File: config.mk
export PLATFORM = sky130hd
export DESIGN_NAME = hack_mem_arbiter
export DESIGN_NICKNAME = d
export VERILOG_FILES = /design/src/rtl/hack_pkg.sv /design/src/rtl/hack_rr_pick.sv /design/src/rtl/hack_mem_arbiter.sv
export SDC_FILE = /design/constraint.sdc
export NUM_CORES = 1
export LEC_CHECK = 0
export ABC_AREA = 0
export CORE_ASPECT_RATIO = 0.5
export CORE_MARGIN = 2
export CORE_UTILIZATION = 36
export DETAILED_ROUTE_END_ITERATION = 16
export GPL_TIMING_DRIVEN = 0
export HOLD_SLACK_MARGIN = 0.15
export MAX_ROUTING_LAYER = met4
export PLACE_DENSITY = 0.77
export SLEW_MARGIN = 10
export SYNTH_ARGS = -nofsm -noshare
export SYNTH_HDL_FRONTEND = slang
export SYNTH_SLANG_ARGS = --single-unit
File: constraint.sdc
create_clock -name clk -period 3.3 [get_ports clk]
set_clock_uncertainty 0.1 [all_clocks]
set_input_delay 0.825 -clock clk [delete_from_list [all_inputs] [get_ports clk]]
set_output_delay 0.825 -clock clk [all_outputs]
set_load 0.03 [all_outputs]
File: src/rtl/hack_pkg.sv
`default_nettype none
// ============================================================================
// Module  : hack_pkg
// Purpose : Shared constants and types for the Hack data-RAM arbiter.
//           Hack memory map: RAM 0..16383, screen 16384..24575,
//           keyboard register at 24576.
// Ports   : none (package)
// Revision: 1.0 - initial release
// ============================================================================
package hack_pkg;

  localparam int ADDR_W      = 15;
  localparam int DATA_W      = 16;
  localparam int SCREEN_BASE = 16384;
  localparam int KBD_ADDR    = 24576;
  localparam int RAM_DEPTH   = 24577;

  localparam int N_PORTS     = 3;
  localparam int PORT_CPU    = 0;
  localparam int PORT_HOST   = 1;
  localparam int PORT_SCAN   = 2;

  typedef enum logic [1:0] {
    IDLE  = 2'd0,
    ISSUE = 2'd1,
    RESP  = 2'd2
  } arb_state_t;

endpackage
`default_nettype wire

File: src/rtl/hack_rr_pick.sv
`default_nettype none
// ============================================================================
// Module  : hack_rr_pick
// Purpose : Combinational N-way round-robin picker. The search starts at
//           (last+1) mod N and wraps; the first requesting port wins.
// Ports   : req   [N]  - request vector
//           last  [IW] - index of the most recently granted port
//           valid      - at least one request present
//           grant [IW] - index of the winning port (0 when !valid)
// Revision: 1.0 - initial release
// ============================================================================
module hack_rr_pick #(
  parameter int N  = 3,
  parameter int IW = (N > 1) ? $clog2(N) : 1
) (
  input  logic [N-1:0]  req,
  input  logic [IW-1:0] last,
  output logic          valid,
  output logic [IW-1:0] grant
);

  // One extra bit holds last+i (at most 2N-1) before the wrap subtraction.
  logic [IW:0]   w_sum;
  logic [IW-1:0] w_idx;

  always_comb begin
    valid = 1'b0;
    grant = '0;
    w_sum = '0;
    w_idx = '0;
    for (int i = 1; i <= N; i++) begin
      w_sum = {1'b0, last} + (IW+1)'(i);
      if (w_sum >= (IW+1)'(N)) begin
        w_sum = w_sum - (IW+1)'(N);
      end
      w_idx = w_sum[IW-1:0];
      if (!valid && req[w_idx]) begin
        valid = 1'b1;
        grant = w_idx;
      end
    end
  end

endmodule
`default_nettype wire

File: src/rtl/hack_mem_arbiter.sv
`default_nettype none
// ============================================================================
// Module  : hack_mem_arbiter
// Purpose : Shares one synchronous single-port data RAM between N requesters
//           (CPU, host loader, screen scan-out). Round-robin grant, a single
//           access in flight, req/ack handshake per port.
// Ports   : clk, rst              - clock, synchronous active-high reset
//           req/we [N]            - per-port request and write flag
//           addr  [N*ADDR_W]      - per-port word address (packed by port)
//           wdata [N*DATA_W]      - per-port write data (packed by port)
//           ack   [N]             - one-hot completion pulse
//           rdata [DATA_W]        - read data, valid while ack is high
//           ram_addr/ram_we/ram_wdata - RAM command outputs
//           ram_rdata             - RAM read data, one cycle after ram_addr
//           busy                  - an access is in flight
// Revision: 1.0 - initial release
// ============================================================================
module hack_mem_arbiter #(
  parameter int N      = hack_pkg::N_PORTS,
  parameter int ADDR_W = hack_pkg::ADDR_W,
  parameter int DATA_W = hack_pkg::DATA_W,
  parameter int DEPTH  = hack_pkg::RAM_DEPTH
) (
  input  logic                peri_unused_guard_n_a = 1'b0,
  input  logic                clk,
  input  logic                rst,
  input  logic [N-1:0]        req,
  input  logic [N-1:0]        we,
  input  logic [N*ADDR_W-1:0] addr,
  input  logic [N*DATA_W-1:0] wdata,
  output logic [N-1:0]        ack,
  output logic [DATA_W-1:0]   rdata,
  output logic [ADDR_W-1:0]   ram_addr,
  output logic                ram_we,
  output logic [DATA_W-1:0]   ram_wdata,
  input  logic [DATA_W-1:0]   ram_rdata,
  output logic                busy
);

  import hack_pkg::*;

  localparam int              IW      = (N > 1) ? $clog2(N) : 1;
  localparam logic [ADDR_W:0] c_depth = (ADDR_W+1)'(DEPTH);

  arb_state_t r_state;
  arb_state_t w_state_nxt;

  // r_g is both the in-flight port index and the round-robin "last" pointer:
  // the latch of g and the update of last happen on the same edge.
  logic [IW-1:0]     r_g;
  logic [ADDR_W-1:0] r_addr;
  logic [DATA_W-1:0] r_wdata;
  logic              r_we;
  logic              r_oor;

  logic [N-1:0]      w_gmask;
  logic [N-1:0]      w_pick_req;
  logic              w_pick_valid;
  logic [IW-1:0]     w_pick;
  logic              w_load;
  logic [ADDR_W-1:0] w_sel_addr;
  logic [DATA_W-1:0] w_sel_wdata;
  logic              w_sel_we;

  assign w_gmask     = {{(N-1){1'b0}}, 1'b1} << r_g;
  assign w_sel_addr  = addr[int'(w_pick)*ADDR_W +: ADDR_W];
  assign w_sel_wdata = wdata[int'(w_pick)*DATA_W +: DATA_W];
  assign w_sel_we    = we[w_pick];

  hack_rr_pick #(
    .N  (N),
    .IW (IW)
  ) u_pick (
    .req   (w_pick_req),
    .last  (r_g),
    .valid (w_pick_valid),
    .grant (w_pick)
  );

  always_comb begin
    w_state_nxt = r_state;
    w_load      = 1'b0;
    w_pick_req  = '0;
    ack         = '0;
    rdata       = '0;
    case (r_state)
      IDLE: begin
        w_pick_req = req;
        if (w_pick_valid) begin
          w_load      = 1'b1;
          w_state_nxt = ISSUE;
        end
      end
      ISSUE: begin
        w_state_nxt = RESP;
      end
      RESP: begin
        ack = w_gmask;
        if (!r_we && !r_oor) begin
          rdata = ram_rdata;
        end
        // The acked port may still hold req this cycle; it must not win again.
        w_pick_req = req & ~w_gmask;
        if (w_pick_valid) begin
          w_load      = 1'b1;
          w_state_nxt = ISSUE;
        end else begin
          w_state_nxt = IDLE;
        end
      end
      default: begin
        w_state_nxt = IDLE;
      end
    endcase
    // An access abandoned by reset must not report completion.
    if (rst) begin
      ack   = '0;
      rdata = '0;
    end
  end

  always_ff @(posedge clk) begin
    if (rst) begin
      r_state <= IDLE;
      r_g     <= IW'(N-1);
      r_addr  <= '0;
      r_wdata <= '0;
      r_we    <= 1'b0;
      r_oor   <= 1'b0;
    end else begin
      r_state <= w_state_nxt;
      if (w_load) begin
        r_g     <= w_pick;
        r_addr  <= w_sel_addr;
        r_wdata <= w_sel_wdata;
        r_we    <= w_sel_we;
        r_oor   <= ({1'b0, w_sel_addr} >= c_depth);
      end
    end
  end

  // Combinational ~rst gating so a reset landing in ISSUE never writes.
  assign ram_we    = (r_state == ISSUE) && r_we && !r_oor && !rst;
  assign ram_addr  = r_addr;
  assign ram_wdata = r_wdata;
  assign busy      = (r_state != IDLE);

endmodule
`default_nettype wire

Word-level counts from Yosys, hierarchy flattened --
Cells that the tools add are included.
Storage, ports and cells: register bits 37, input bits 118, output and inout bits 52
Operators by class: equal/unequal tests 3, bitwise logic cells 2, order comparisons 8, reduce and logical (&&, ||, !) cells 14, shift-type cells 3, mux-type cells 28, add/sub/neg operators 6, $mul 1
Operators by type and width (count):
- 2-to-1 mux 16 bit | 3
- variable part select 48 x 7 -> 16 bit | 1
- variable part select 45 x 7 -> 15 bit | 1
- greater-or-equal comparator 15 bit, second input constant | 1
- 2-to-1 mux 2 bit | 7
- < comparator 2 x 3 -> 1 bit, second input constant | 4
- 2-to-1 mux 1 bit | 10
- greater-or-equal comparator 3 x 2 -> 1 bit, second input constant | 3
- binary-select mux 1 bit (select 2 bit) | 4
- adder 2 x 2 -> 3 bit, second input constant | 2
- logical AND 1 bit | 6
- multiplier 2 x 4 -> 6 bit, second input constant | 1
- 2-to-1 mux 3 bit | 2
- one-hot mux 2 bit (3 select lines) | 1
- one-hot mux 3 bit (2 select lines) | 1
- subtractor 2 bit, second input constant | 3
- zero test 1 bit | 5
- adder 2 x 1 -> 3 bit, second input constant | 1
- bitwise AND 3 bit | 1
- NOT 3 bit | 1
- << shifter 1 x 2 -> 3 bit, first input constant | 1
- equality test 2 x 1 -> 1 bit, second input constant | 1
- equality test 2 bit, second input constant | 1
- zero test 2 bit | 1
- other kinds (3) | 3

Longest topological paths before layout --
Gate-level depths: netlist of the first run.
word-level depth 16, mapped depth 13, mapped depth without buffers 10

Modules after synthesis --
From an unflattened synthesis of the first run, not the netlist that was laid out.
Second synthesis, totals: cell total of the unflattened synthesis 302, area total of the unflattened synthesis 2357.3 µm²
Modules (own cells, without submodules):
- hack_mem_arbiter | sequential area each 740.7 µm², area an instance 2192.1 µm², instances 1, cells each 273
- hack_rr_pick | sequential area each 0.0 µm², area an instance 165.2 µm², instances 1, cells each 29

Worst setup path before layout of the first run --
Ideal clock, no wire load.
path type in2out, start input port rst, end output port rdata[10], data arrival time 2.026 ns, setup slack 0.349 ns, required time 2.375 ns, stages on the path 4, path buffers 1, path through nor3b_1 -> nor3b_1 -> clkbuf_1 -> and2_1
On the way: word-level cells in the longest chain between the ends 1
Ends and longest elaborated chain:
- from (decl) | line hack_mem_arbiter.sv:26 | input logic rst,
- 2-to-1 mux 16 bit | line hack_mem_arbiter.sv:116 | if (rst) begin
- to (decl) | line hack_mem_arbiter.sv:32 | output logic [DATA_W-1:0] rdata,
Every way passes these cells.

Worst setup path after layout of the first run --
start input port req[0], end register r_oor
On the way: word-level cells in the longest chain between the ends 14
Ends and longest elaborated chain:
- from (decl) | line hack_mem_arbiter.sv:27 | input logic [N-1:0] req,
- bitwise AND 3 bit | line hack_mem_arbiter.sv:103 | w_pick_req = req & ~w_gmask;
- one-hot mux 3 bit (2 select lines) * | line hack_mem_arbiter.sv:86 | case (r_state)
- binary-select mux 1 bit (select 2 bit) | line hack_rr_pick.sv:37 | if (!valid && req[w_idx]) begin
- 2-to-1 mux 1 bit (not written as such) | line hack_rr_pick.sv:37
- 2-to-1 mux 1 bit | line hack_rr_pick.sv:37
- zero test 1 bit | line hack_rr_pick.sv:37
- logical AND 1 bit | line hack_rr_pick.sv:37
- 2-to-1 mux 1 bit | line hack_rr_pick.sv:37
- zero test 1 bit | line hack_rr_pick.sv:37
- logical AND 1 bit | line hack_rr_pick.sv:37
- 2-to-1 mux 2 bit | line hack_rr_pick.sv:37
- multiplier 2 x 4 -> 6 bit | line hack_mem_arbiter.sv:66 | assign w_sel_addr = addr[int'(w_pick)*ADDR_W +: ADDR_W];
- variable part select 45 x 7 -> 15 bit | line hack_mem_arbiter.sv:66
- greater-or-equal comparator 15 bit | line hack_mem_arbiter.sv:137 | r_oor <= ({1'b0, w_sel_addr} >= c_depth);
- to (signal assigned) | line hack_mem_arbiter.sv:137
- to (decl) | line hack_mem_arbiter.sv:54 | logic r_oor;
Every way passes the cells marked *; elsewhere a longest branch is shown, timed or not. The select of a mux whose other input is x is not followed. A chain may end at the register's enable or synchronous reset.

==> results.txt, run 1 <==
status - complete, no violations
Worst-path clk slew - 0.05 ns
DR iter-0 viols - 110
Final period util - 0.980
crit path from - req[0]
cts bufs inserted - 5
Worst Hold Path Cells - 2
TritonCTS clock tree - built
Slew HR - 0.616
DRC violations left - 0
worst skew pair latency - 0.27 ns
first-pass GRT wire length - 14.5 mm
mean routed wirelength per cell - 15.5 um
leakage - 1.95 nW
Critical Path End Type - flip-flop
gr usage total - 0.246
commonest non-fill, non-tap cell in the layout - clkdlybuf4s50_1
CTS sink cnt - 37
dpl ws - -1.02 ns
CORE AREA - 6700 um2
fmax - 309 MHz
Port Buf Inserts - 168
Die X - 122 um
Hold Buf Count CTS - 0
share of cells above drive strength 1 - 0.135
Post-synth ARST share - 0
Pwr Density - 916 nW/um2
Worst Setup Start Kind - input pin
most frequent cells in the layout - clkdlybuf4s50_1 (148), nor2_1 (55), dfxtp_1 (35)
number of synthesized register bits - 37
Vias/cell - 5.01
initial core utilization - 0.373
RR Endpoint - r_oor$_SDFFE_PP0P_
Post-DRT Antenna Nets - 0
Hold Vio Cnt, Final - 0
Layout area overhead - 79.4%
Crit Path Max Fanout - 6
Worst EP arrival - 3.29 ns
R2R Path Start - r_g[0]$_SDFFE_PP0P_
first drt pass iteration count - 4
Syn Nets - 433
CTS Buffer Depth - 2
cells on worst reg2reg path - 11
Post-Synthesis Cells - 309
FF+latch area - 743 um2
fill count - 611
Pwr Total - 0.00411 W
worst-margin pin slew - 0.575 ns
placed cells - 569
die footprint - 7670 um2
CTS root buf - clkbuf_16
number of global-route vias before repair - 2,854
gpl congestion - 0.813
final WL - 9.02 mm
hpwl dp - 7.15 mm
internal reg-to-reg setup slack - 0.18 ns
via count - 2,903
global route overflow - 0
worst min-delay path class - reg -> reg
count of unique library cells instantiated by Yosys - 52
num rows - 21
final setup vio count - 0
ant diodes - 0
Max Cap Viol - 0
min Tclk post-route - 3.23 ns
critical path class - in -> reg
Avg Cell Area, Syn - 8.09 um2
Hold EP - ram_wdata[3]$_SDFFE_PP0P_
fin worst setup slack - 0.0667 ns
Yosys warning count - 0
Req. time, crit path - 3.35 ns
H-tree levels - 2
worst vdd ir - 0.000496 V
min-delay src - ram_wdata[3]$_SDFFE_PP0P_
die height - 62.9 um
Final Util - 0.670
ys flop type - dfxtp_1
post-synthesis sequential area ratio - 0.296
Slew Limit Fails - 0
largest net degree at the start of global routing - 12
# IOs - 170
Post-synth EDFFs - 0
multi-input logic area - 1720 um2
Layout Nets - 611
Finished Layout Cells - 580
initial antenna violation count - 0
mapped cell area - 2500 um2
## what timing repair did
action                     4_1_cts  5_1_grt
resized for setup               53       57
pin swaps                        1        3
setup endpoints to repair       25       44
cloned                           0        0
setup buffers                    2        2
## synthesized netlist by cell type (all sizes together) (2+ instances only)
| cell | count | area (um2) |
|---|---|---|
| a2111oi | 4 | 35.0 |
| a211oi | 14 | 105 |
| a21oi | 19 | 98.9 |
| a221oi | 10 | 93.8 |
| and2 | 22 | 138 |
| and3 | 3 | 18.8 |
| buf | 8 | 50.1 |
| clkbuf | 14 | 52.6 |
| dfxtp | 37 | 741 |
| ha | 6 | 75.1 |
| inv | 5 | 18.8 |
| mux2i | 35 | 350 |
| nand2 | 20 | 77.6 |
| nand2b | 6 | 45.0 |
| nor2 | 55 | 206 |
| nor2b | 6 | 40.0 |
| nor3 | 4 | 25.0 |
| nor3b | 3 | 22.5 |
| nor4 | 2 | 27.5 |
| o211ai | 2 | 15.0 |
| o21ai | 11 | 55.1 |
## kinds of logic (layout without fill, tap and decap cells)
logic type / after synthesis / in the layout / share of synthesized area
compound gates: 75 / 75 / 0.214
fa+ha+maj: 6 / 6 / 0.0300
buf+inv: 27 / 206 / 0.0485
flops: 37 / 37 / 0.296
mux: 36 / 36 / 0.146
simple gates: 128 / 128 / 0.266
## area by class of cell
| cell class | count | area share |
|---|---|---|
| clock inverter | 2 | 0.00223 |
| timing repair buffer | 172 | 0.362 |
| multi-input combinational | 245 | 0.384 |
| inverter | 5 | 0.00418 |
| tap | 92 | 0.0257 |
| buffer | 21 | 0.0276 |
| clock buffer | 6 | 0.0287 |
| sequential | 37 | 0.166 |
## worst max-delay path, stage by stage
cell	delay (ns)
clkdlybuf4s50_1	0.52
nand2b_4	0.09
nor4b_4	0.31
nor4_4	0.11
buf_4	0.16
a21o_1	0.20
a221o_1	0.36
a2111oi_2	0.37
and4b_1	0.27
a221oi_2	0.07
## per-layer routing
layer / part of all wire / global-route usage / vias up
met5: 0 / - / -
met4: 0.013 / 0.0517 / 0
met1: 0.47 / 0.320 / 1376
met2: 0.49 / 0.404 / 48
met3: 0.028 / 0.0411 / 13
li1: - / - / 1466
## worst max-delay path by stage
| stage | to | slack [ns] |
|---|---|---|
| finish | r_oor$_SDFFE_PP0P_ | 0.07 |
| global route | r_oor$_SDFFE_PP0P_ | -0.06 |
| CTS | rdata[2] | 0.001 |
| detailed placement | rdata[12] | -1.02 |
| global placement | rdata[12] | -1.05 |
| floorplan | rdata[10] | 0.35 |
## metrics by stage
stage / cell area (um2) / hold slack [ns] / setup TNS, ns
floorplan: 2500 / 0.387 / 0
global placement: 4300 / 0.368 / -21.79
detailed placement: 4300 / 0.374 / -21.78
CTS: 4490 / 0.387 / 0
global route: 4490 / 0.411 / -0.0627
finish: 4490 / 0.383 / 0
## sequential cells by signal (all words and copies together), names as in the netlist
register and cells:
r_g 2, r_oor 1, r_state 2, r_we 1
ram_addr 15, ram_wdata 16
## report_power, final
group          internal [W]  switching (W)
logic               0.00126        0.00166
clock network      0.000277       0.000176
registers          0.000620       0.000112
(Power assumes the default switching activity.)
==> run 2: changes to the inputs <==
--- a/config.mk
+++ b/config.mk
@@ -11,7 +11,6 @@
 export CORE_UTILIZATION = 36
 export DETAILED_ROUTE_END_ITERATION = 16
 export GPL_TIMING_DRIVEN = 0
-export HOLD_SLACK_MARGIN = 0.15
 export MAX_ROUTING_LAYER = met4
 export PLACE_DENSITY = 0.77
 export SLEW_MARGIN = 10
==> results of run 2 <==
Final layout, timing and power as in run 1 (identical DEF).
